<file path="config.mk">
export PLATFORM = sky130hd
export DESIGN_NAME = tk1_rewind
export DESIGN_NICKNAME = d
export VERILOG_FILES = /design/src/rtl/tk1_pkg.sv /design/src/rtl/tk1_rewind_perm.sv /design/src/rtl/tk1_rewind.sv
export SDC_FILE = /design/constraint.sdc
export NUM_CORES = 1
export LEC_CHECK = 0
export BUFFER_PORTS_ARGS = -buffer_cell sky130_fd_sc_hd__clkbuf_2
export CAP_MARGIN = 40
export CORE_ASPECT_RATIO = 1.5
export CORE_MARGIN = 5
export CORE_UTILIZATION = 52
export DETAILED_ROUTE_END_ITERATION = 8
export PLACE_DENSITY_LB_ADDON = 0.05
export SYNTH_ARGS = -nofsm -noshare
export SYNTH_HDL_FRONTEND = slang
export SYNTH_SLANG_ARGS = --single-unit
</file>
<file path="constraint.sdc">
create_clock -name clk -period 2.45 [get_ports clk]
set_clock_uncertainty 0.15 [all_clocks]
set_input_delay 0.735 -clock clk [delete_from_list [all_inputs] [get_ports clk]]
set_output_delay 0.735 -clock clk [all_outputs]
set_load 0.05 [all_outputs]
</file>
<file path="src/rtl/tk1_pkg.sv">
// Shared constants for the reverse-order Romulus-N TK1 schedule:
// tweak permutation tables, FSM state encoding and counter width.
package tk1_pkg;

  localparam int CNT_W = 6;

  // cell i of the result takes old cell PT[i] / PTI[i]; cell i = TK[127-8i -: 8]
  localparam int PT  [16] = '{9, 15, 8, 13, 10, 14, 12, 11, 0, 1, 2, 3, 4, 5, 6, 7};
  localparam int PTI [16] = '{8, 9, 10, 11, 12, 13, 14, 15, 2, 0, 4, 7, 6, 3, 5, 1};

  typedef enum logic [1:0] {
    IDLE = 2'd0,
    FWD  = 2'd1,
    BWD  = 2'd2
  } state_t;

endpackage

</file>
<file path="src/rtl/tk1_rewind_perm.sv">
// Combinational SKINNY tweak permutations: forward PT (TweakPerm) and
// inverse PTI (TweakPermInv). Pure byte rewiring.
module TweakPerm
  import tk1_pkg::*;
(
  input  logic [127:0] tk,
  output logic [127:0] tk_perm
);

  for (genvar i = 0; i < 16; i++) begin : g_cell
    assign tk_perm[127-8*i -: 8] = tk[127-8*PT[i] -: 8];
  end

endmodule

module TweakPermInv
  import tk1_pkg::*;
(
  input  logic [127:0] tk,
  output logic [127:0] tk_perm
);

  for (genvar i = 0; i < 16; i++) begin : g_cell
    assign tk_perm[127-8*i -: 8] = tk[127-8*PTI[i] -: 8];
  end

endmodule

</file>
<file path="src/rtl/tk1_rewind.sv">
// Reverse-order TK1 generator: loads round-0 TK1, fast-forwards through
// ROUNDS-1 applications of PT, then walks back one round per consumed step.
module tk1_rewind
  import tk1_pkg::*;
#(
  parameter int ROUNDS = 40
) (
  input  logic         clk,
  input  logic         rst,
  input  logic         start,
  input  logic [127:0] TK1_init,
  input  logic         step,
  output logic [127:0] TK1_round,
  output logic [5:0]   round_idx,
  output logic         ready,
  output logic         busy,
  output logic         done
);

  localparam logic [CNT_W-1:0] LAST = CNT_W'(ROUNDS - 1);

  state_t             state, state_nx;
  logic [127:0]       tk, tk_nx, tk_fwd, tk_bwd;
  logic [CNT_W-1:0]   cnt, cnt_nx, cnt_inc;
  logic               done_r, done_nx;

  TweakPerm    u_perm     (.tk(tk), .tk_perm(tk_fwd));
  TweakPermInv u_perm_inv (.tk(tk), .tk_perm(tk_bwd));

  assign cnt_inc = cnt + 1'b1;

  always_ff @(posedge clk) begin
    if (rst) begin
      state  <= IDLE;
      tk     <= '0;
      cnt    <= '0;
      done_r <= 1'b0;
    end else begin
      state  <= state_nx;
      tk     <= tk_nx;
      cnt    <= cnt_nx;
      done_r <= done_nx;
    end
  end

  always_comb begin
    state_nx = state;
    tk_nx    = tk;
    cnt_nx   = cnt;
    done_nx  = 1'b0;
    unique case (state)
      IDLE: begin
        if (start) begin
          tk_nx    = TK1_init;
          cnt_nx   = '0;
          state_nx = FWD;
        end
      end
      FWD: begin
        tk_nx  = tk_fwd;
        cnt_nx = cnt_inc;
        if (cnt_inc == LAST) state_nx = BWD;
      end
      BWD: begin
        // the step at round 0 leaves TK/cnt alone so round 0 stays on the output
        if (step) begin
          if (cnt != '0) begin
            tk_nx  = tk_bwd;
            cnt_nx = cnt - 1'b1;
          end else begin
            done_nx  = 1'b1;
            state_nx = IDLE;
          end
        end
      end
      default: state_nx = IDLE;
    endcase
  end

  assign TK1_round = tk;
  assign round_idx = cnt;
  assign ready     = (state == BWD);
  assign busy      = (state == FWD);
  assign done      = done_r;

endmodule
</file>
### Yosys cells after proc, flatten, opt, wreduce, memory -nomap -nowiden

Index checks and enable logic that the tools add are counted.

* register bits after elaboration: 137
* input bits: 132
* output and inout port bits: 137
* word-level logic and storage cells: 36

* add/sub/neg operators: 2
* equal/unequal tests: 8
* muxes and demuxes: 14
* bitwise logic cells: 2
* reduce and logical (&&, ||, !) cells: 6

Operator list (count)
* 2-to-1 mux 128 bit: 3
* case mux 128 bit (3 select lines): 1
* 2-to-1 mux 6 bit: 3
* case mux 6 bit (3 select lines): 1
* 2-to-1 mux 2 bit: 4
* AND reduction 4 bit: 2
* adder 6 x 1 -> 6 bit (second input constant): 1
* == test 6 bit (second input constant): 1
* inequality test 2 bit (second input constant): 3
* case mux 2 bit (3 select lines): 1
* nonzero test 6 bit: 1
* subtractor 6 x 1 -> 6 bit (second input constant): 1
* inequality test 2 x 1 -> 1 bit (second input constant): 2
* nonzero test 3 bit: 1
* OR reduction 3 bit: 1
* == test 2 x 1 -> 1 bit (second input constant): 1
* == test 2 bit (second input constant): 1
* logical NOT 2 bit: 1
* NOT 1 bit: 2
* 2-to-1 mux 1 bit: 1

### Longest topological paths before layout

Gate-level depths: netlist of run 1.

* depth in word-level cells: 4
* depth in mapped cells: 9
* depth with buffers taken out: 6

### By module

From an unflattened synthesis of run 1, not the netlist that was laid out.

* cell total of the unflattened synthesis: 1379
* area total of the unflattened synthesis: 10298.6 um^2

Modules (own cells, without submodules)
* tk1_rewind: times used 1, cells an instance 1123, area each 8376.8 um^2, sequential area each 2742.6 um^2
* TweakPerm: times used 1, cells an instance 128, area each 960.9 um^2, sequential area each 0.0 um^2
* TweakPermInv: times used 1, cells an instance 128, area each 960.9 um^2, sequential area each 0.0 um^2

### Worst setup path before layout of run 1

No wires, ideal clock.

* path kind: reg-to-reg
* start: register cnt[0], in the netlist round_idx[0]
* end: register cnt[5], in the netlist round_idx[5]
* library setup time: 0.092 ns
* data arrival time: 2.293 ns
* data required time: 2.208 ns
* path slack: -0.086 ns
* stages on the path, launching flop included: 8
* path buffers: 2
* period minus slack after synthesis: 2.536 ns
* path through: dfxtp_1 > clkbuf_1 > inv_1 > ha_1 > and4_4 > buf_6 > or4b_4 > o32ai_1

* cells in the longest elaborated chain, start to end: 4
* elaborated cells on any way between the ends: 8
* classes of those cells: 2 x add/sub; 1 x eq/ne; 3 x mux; 2 x reduce/logical

RTL lines
* start: declaration: RTL line tk1_rewind.sv:24 `logic [CNT_W-1:0] cnt, cnt_nx, cnt_inc;`
* start signal: assignment: RTL line tk1_rewind.sv:41 `cnt <= cnt_nx;`
* subtractor 6 x 1 -> 6 bit: RTL line tk1_rewind.sv:69 `cnt_nx = cnt - 1'b1;`
* 2-to-1 mux 6 bit: RTL line tk1_rewind.sv:67 `if (cnt != '0) begin`
* 2-to-1 mux 6 bit: RTL line tk1_rewind.sv:66 `if (step) begin`
* case mux 6 bit (3 select lines): RTL line tk1_rewind.sv:51 `unique case (state)`

Parallel ways exist; a longest one is shown, timed or not. The select of a mux whose other input is x is not followed.
A chain may end at the register's enable or synchronous reset.

### Worst setup path in the final report of run 1

* start: register state[1]
* end: register tk[127], in the netlist TK1_round[127]

* cells in the longest elaborated chain, start to end: 3
* elaborated cells on any way between the ends: 9
* classes of those cells: 5 x eq/ne; 1 x mux; 3 x reduce/logical

RTL lines
* start: declaration: RTL line tk1_rewind.sv:22 `state_t state, state_nx;`
* start signal: assignment: RTL line tk1_rewind.sv:39 `state <= state_nx;`
* == test 2 bit (tied with other cells): RTL line tk1_rewind.sv:51
* inequality test 2 x 1 -> 1 bit (no line) (tied with other cells)
* AND reduction 4 bit (no line)
* end signal: assignment: RTL line tk1_rewind.sv:40 `tk <= tk_nx;`
* end: declaration: RTL line tk1_rewind.sv:23 `logic [127:0] tk, tk_nx, tk_fwd, tk_bwd;`

Parallel ways exist; a longest one is shown, timed or not.

==> summary.md, run 1 <==
| Metric | Value |
|---|---|
| MaxCap Viol Count | 0 |
| Hold depth | 2 |
| Share of the synthesized area in the top cell type | 32.73% |
| Die Area | 18800 µm² |
| Min-delay src | TK1_round[86]$_SDFFE_PP0P_ |
| Num CTS Buffers | 17 |
| GRT overflow | 0 |
| CP max FO | 130 |
| First-pass GRT wire length | 48650 µm |
| Slew Limit Fails | 0 |
| Final std cells w/o fill | 1527 |
| Initial Util | 53.15% |
| Synth-to-layout area growth | 25.52% |
| Yosys cell types | 38 |
| Clk sinks | 137 |
| FP Rows | 56 |
| Cell area after layout | 10520 µm² |
| Vias in the first global route | 8526 |
| Clk_lat worst skew | 0.42 ns |
| RSZ-0062 raised after global routing | true |
| R2r setup slk | 0.08 ns |
| Pre-CTS WS | 0.08617 ns |
| Asr flop ratio synth | 0% |
| Max Freq | 421.7 MHz |
| Core area | 15770 µm² |
| Post-route DRC | 0 |
| RD Place Congestion | 0.9401 |
| Final worst-path setup slack | 0.07887 ns |
| Final Net Count | 1452 |
| Sequential Area | 2744 µm² |
| RR Endpoint | TK1_round[127]$_SDFFE_PP0P_ |
| Final hold vios | 0 |
| Minimum clock period after layout | 2.371 ns |
| Area of the multi-input gates | 5095 µm² |
| CP Capture Type | register |
| Power Density | 1121 nW/µm² |
| Final wirelength | 32060 µm |
| Top_reg_cell synth | dfxtp_1 |
| Worst Path Required | 2.64 ns |
| Worst-case reg-to-reg path depth | 7 |
| Reg2reg start | state[1]$_SDFFE_PP0P_ |
| Share of cells above drive strength 1 | 26.30% |
| Peak supply drop | 0.5875 mV |
| Relative slew slack | 56.27% |
| Slew @ Worst Pin | 0.6559 ns |
| CTS max path bufs | 2 |
| Filler cells | 1474 |
| Drt first pass iters | 5 |
| Final ANT Viol Nets | 0 |
| Total power | 11.80 mW |
| I/O Buffers | 268 |
| Mean post-synth cell area | 7.462 µm² |
| Die width | 113.6 µm |
| GRT Total Usage | 32.96% |
| Num ports | 269 |
| DR iter-0 viols | 1314 |
| Post-synth EDFFs | 0 |
| Pin count of the biggest net entering global routing | 139 |
| Final setup vio count | 0 |
| Hold crit path type | reg -> reg |
| Synth warnings | 0 |
| WS Path Type | reg -> reg |
| Synthesized instance count | 1123 |
| Initial antenna violation count | 1 |
| Final cycle utilization of the critical path | 96.78% |
| Vias | 9648 |
| Routed WL per cell | 20.99 µm |
| Hold WS | 0.3624 ns |
| H-Tree Depth | 4 |
| Die H | 165.5 µm |
| Synth top area cells | dfxtp_1 33%, a21oi_1 16%, or3b_1 13%, a22oi_1 12%, o21ai_0 8.0% |
| CTS tree | done |
| Synthesized flop and latch total | 137 |
| Min-Delay Endpoint | TK1_round[86]$_SDFFE_PP0P_ |
| LEAKAGE | 4.279 nW |
| Synth Cell Area | 8379 µm² |
| Crit start category | register |
| Placed cell areas | 9920 µm² |
| Worst EP arrival | 2.56 ns |
| Placed Instances | 1494 |
| Outcome | finished, final reports clean |
| Post-synthesis net count | 1263 |
| Clock slew at reported path FFs | 0.06 ns |
| Clk Tree Root Cell | clkbuf_16 |
| Vias/cell | 6.318 |
| DP Wirelength | 22350 µm |
| Cell type with the largest total area after synthesis | dfxtp_1 |
| Sequential element share of the synthesized area | 32.73% |
[layout by cell type, fill, tap and decap left out, types with 3 or more instances in the layout]
master / instances
a21oi_1: 262
a221oi_1: 4
a22oi_1: 130
buf_12: 14
buf_4: 26
clkbuf_16: 17
clkbuf_2: 266
clkinvlp_4: 5
dfxtp_1: 136
ha_1: 5
ha_4: 3
inv_1: 8
nand2_1: 5
nand2b_1: 3
nand3b_1: 3
nor2_1: 131
nor3b_1: 3
o21ai_0: 134
or3b_1: 129
xor2_1: 3
[registers in the layout, summed over array words and instances (netlist names)]
| register | flops |
|---|---|
| round_idx | 6 |
| TK1_round | 128 |
| state | 2 |
| done | 1 |
[timing repair]
item	4_1_cts	5_1_grt
pin swaps	1	0
gates resized for setup	1	0
hold buffers	0	0
endpoints found under the setup margin	1	1
buffers inserted	2	0
[metrics by stage]
stage | TNS, ns | utilization (%)
global route | -0.008949 | 66.71
CTS | 0 | 66.70
global placement | 0 | 62.92
floorplan | 0 | -
finish | 0 | 66.71
detailed placement | 0 | 62.92
[power breakdown]
part           internal, mW  leakage (nW)  switching, mW
clock network          1.54         0.269           1.01
registers              2.74          1.13          0.765
logic                  1.91          2.88           3.83
total                  6.19          4.28           5.61
[cell families (layout without fill, tap and decap cells)]
kind of cell               after synthesis  after routing  synth area share, %
adders and majority gates                8              8                1.195
buffers and inverters                  145            345                7.018
muxes                                    2              2               0.2389
xor gates and xnor gates                 4              4               0.4182
AOI/OAI and AO/OA                      539            539                36.69
other                                    0              1                    0
and+or+nand+nor                        288            288                21.71
DFF                                    137            137                32.73
[metal layers]
layer	vias to the layer above	wire length [µm]	global-route usage [%]
li1	4529	-	-
met1	4519	12100	41.68
met2	527	15630	53.99
met3	73	2886	6.890
met4	0	1440	14.65
met5	-	0	0
[synthesized netlist by cell type, types with 2 or more instances]
cell	count
a221oi_1	4
o32ai_1	2
nor2b_1	2
or3b_1	129
or4b_1	2
nand3_1	2
o21ai_0	134
nand2_1	5
nand3b_1	3
nand4_1	2
nor2_1	131
mux2i_1	2
nand2b_1	3
dfxtp_1	137
a22oi_1	130
ha_1	8
nor3b_1	3
a21bo_2	2
buf_1	3
buf_2	26
inv_1	8
a21oi_1	262
clkbuf_1	106
xor2_1	3
[critical path, cell delays in order (launching register included)]
cell     delay, ns
dfxtp_1       0.39
inv_1         0.14
ha_4          0.18
nor2b_1       0.16
a211o_4       0.37
buf_12        0.24
or3b_1        0.42
a21oi_1       0.14
[layout make-up]
cell class	instances	share of cell area [%]
timing repair buffer	307	17.25
sequential	137	26.09
antenna	1	0.02379
tap	203	2.415
clock inverter	11	1.190
multi-input combinational	841	48.44
clock buffer	19	4.306
inverter	8	0.2855
[how the worst max path moves through the flow]
stage                          start                          end  slack (ns)
6_report       state[1]$_SDFFE_PP0P_  TK1_round[127]$_SDFFE_PP0P_        0.08
5_1_grt        state[1]$_SDFFE_PP0P_  TK1_round[127]$_SDFFE_PP0P_      -0.009
4_1_cts        state[0]$_SDFFE_PP0P_                        ready        0.08
3_5_place_dp                    step  TK1_round[106]$_SDFFE_PP0P_        0.09
3_3_place_gp                    step  TK1_round[109]$_SDFFE_PP0P_        0.13
2_1_floorplan  state[0]$_SDFFE_PP0P_    round_idx[1]$_SDFFE_PP0P_        0.02
(Power assumes the default switching activity.)
==> run 2: changes to the inputs <==
- CORE_ASPECT_RATIO: 1.5 -> 0.7
==> run 2 against run 1 <==
  * First-iteration DRC count up 25%
  * Fmax down 0.46%
  * Combinational power up 1%
  * Largest cell class unchanged
  * Largest power group unchanged
  * Highest routed layer unchanged
==> summary.md, run 2 (synthesized netlist as in run 1, its figures left out) <==
| Metric | Value |
|---|---|
| Clk Tree Root Cell | clkbuf_16 (unchanged) |
| Final wirelength | 33190 µm (was 32060 µm) |
| CP max FO | 13 (was 130) |
| Power Density | 1125 nW/µm² (was 1121 nW/µm²) |
| Outcome | finished, final reports clean (unchanged) |
| Die width | 161.7 µm (was 113.6 µm) |
| Die H | 116.2 µm (was 165.5 µm) |
| Hold WS | 0.3705 ns (was 0.3624 ns) |
| Cell area after layout | 10580 µm² (was 10520 µm²) |
| Diode count | 0 (was 1) |
| GRT overflow | 0 (unchanged) |
| Pin count of the biggest net entering global routing | 139 (unchanged) |
| CTS tree | done (unchanged) |
| Max reg flops | 128 (unchanged) |
| Vias in the first global route | 8406 (was 8526) |
| Final ANT Viol Nets | 0 (unchanged) |
| I/O Buffers | 268 (unchanged) |
| Placed cell areas | 9931 µm² (was 9920 µm²) |
| H-Tree Depth | 4 (unchanged) |
| Synth-to-layout area growth | 26.22% (was 25.52%) |
| Hold crit path type | reg -> reg (unchanged) |
| Crit. Startpoint | state[0]$_SDFFE_PP0P_ (was state[1]$_SDFFE_PP0P_) |
| Setup Fix Bufs, Post-CTS | 0 (was 2) |
| Hold_buf cts | 0 (unchanged) |
| Worst Path Required | 1.56 ns (was 2.64 ns) |
| Max Freq | 419.8 MHz (was 421.7 MHz) |
| RSZ-0062 raised after global routing | true (unchanged) |
| Clk_lat worst skew | 0.42 ns (about the same) |
| Min-delay src | TK1_round[85]$_SDFFE_PP0P_ (was TK1_round[86]$_SDFFE_PP0P_) |
| CTS max path bufs | 2 (unchanged) |
| WS Path Type | reg -> out (was reg -> reg) |
| Num ports | 269 (unchanged) |
| Final cycle utilization of the critical path | 97.22% (was 96.78%) |
| Relative slew slack | 52.25% (was 56.27%) |
| Most frequent cells in the layout | 266 x clkbuf_2, 262 x a21oi_1, 136 x dfxtp_1 (unchanged) |
| GRT Total Usage | 33.14% (was 32.96%) |
| DP Wirelength | 22220 µm (was 22350 µm) |
| Top Layer Used | met4 (unchanged) |
| CP Capture Type | output port (was register) |
| Slew @ Worst Pin | 0.7163 ns (was 0.6559 ns) |
| LEAKAGE | 4.299 nW (was 4.279 nW) |
| Most common cell after layout, fill and taps aside | clkbuf_2 (unchanged) |
| Minimum clock period after layout | 2.382 ns (was 2.371 ns) |
| Clock slew at reported path FFs | 0.06 ns (about the same) |
| Final hold vios | 0 (unchanged) |
| Drt first pass iters | 6 (was 5) |
| Share of cells above drive strength 1 | 26.12% (was 26.30%) |
| RD Place Congestion | 0.9463 (was 0.9401) |
| Crit start category | register (unchanged) |
| Final setup vio count | 0 (unchanged) |
| Post-route DRC | 0 (unchanged) |
| Worst EP arrival | 1.50 ns (was 2.56 ns) |
| Initial Util | 53.57% (was 53.15%) |
| Die Area | 18790 µm² (was 18800 µm²) |
| Vias/cell | 6.404 (was 6.318) |
| R2r setup slk | 0.09 ns (was 0.08 ns) |
| Initial antenna violation count | 0 (was 1) |
| Met2 wire length | 14210 µm (was 15630 µm) |
| Clk sinks | 137 (unchanged) |
| Total power | 11.90 mW (was 11.80 mW) |
| DR iter-0 viols | 1641 (was 1314) |
| Num CTS Buffers | 17 (unchanged) |
| Slew Limit Fails | 0 (unchanged) |
| FP Rows | 38 (was 56) |
| MaxCap Viol Count | 0 (unchanged) |
| Metal-1 WL | 13990 µm (was 12100 µm) |
| Peak supply drop | 0.5998 mV (was 0.5875 mV) |
| Final Net Count | 1449 (was 1452) |
| DR WL met3 | 4512 µm (was 2886 µm) |
| Reg2reg start | state[0]$_SDFFE_PP0P_ (was state[1]$_SDFFE_PP0P_) |
| Core Util, Final | 67.61% (was 66.71%) |
| Core area | 15640 µm² (was 15770 µm²) |
| Routed WL per cell | 21.82 µm (was 20.99 µm) |
| First-pass GRT wire length | 49110 µm (was 48650 µm) |
| Vias | 9740 (was 9648) |
-- run 2: changes by cell type in the layout (fill, tap and decap cells not counted), sizes merged --
| cell | change |
|---|---|
| buf | -5 |
| clkbuf | +2 |
| clkinv | +2 |
| clkinvlp | -1 |
| diode | -1 |
-- run 2: critical path, cell delays in order, from the launching register on --
cell,delay (ns)
dfxtp_1,0.36
inv_1,0.17
ha_4,0.28
clkbuf_4,0.27
-- run 2: final cells by class --
type                    instances  area (µm²)
multi-input cells             841        5095
fillers                      1369        5066
flip-flops and latches        137        2744
repair buffers                304        1887
clock buffers                  19       442.9
well taps                     200       250.2
clock inverters                12       127.6
inverters                       8       30.03
-- run 2: layer usage --
| metal | track usage (%) | vias to the layer above |
|---|---|---|
| met1 | 49.00 | 4533 |
| met3 | 10.51 | 44 |
| met4 | 7.437 | 0 |
| li1 | - | 4519 |
| met2 | 47.22 | 644 |
| met5 | 0 | - |
-- run 2: repair_timing --
| item | CTS | global route |
|---|---|---|
| resized for setup | 0 | 5 |
| hold endpoints to repair | 0 | 0 |
| setup endpoints to repair | 0 | 5 |
-- run 2: per-stage QoR --
stage / setup TNS [ns] / setup slack, ns / std cells
2_1_floorplan: 0 / 0.02496 / 1123
4_1_cts: 0 / 0.02201 / 1519
3_3_place_gp: 0 / 0.1614 / 1488
3_5_place_dp: 0 / 0.1195 / 1488
6_report: 0 / 0.06801 / 1521
5_1_grt: -0.004152 / -0.004152 / 1521
-- run 2: report_power, final --
part	total [mW]	internal, mW	leakage [nW]	switching (mW)
Combinational	5.83	1.92	2.90	3.90
Clock	2.53	1.51	0.271	1.01
Sequential	3.55	2.74	1.13	0.807
-- run 2: final timing paths --
path,end,cells after the start
max,ready,3
min,TK1_round[85]$_SDFFE_PP0P_,2
max reg2reg,round_idx[5]$_SDFFE_PP0P_,5
min reg2reg,TK1_round[85]$_SDFFE_PP0P_,2
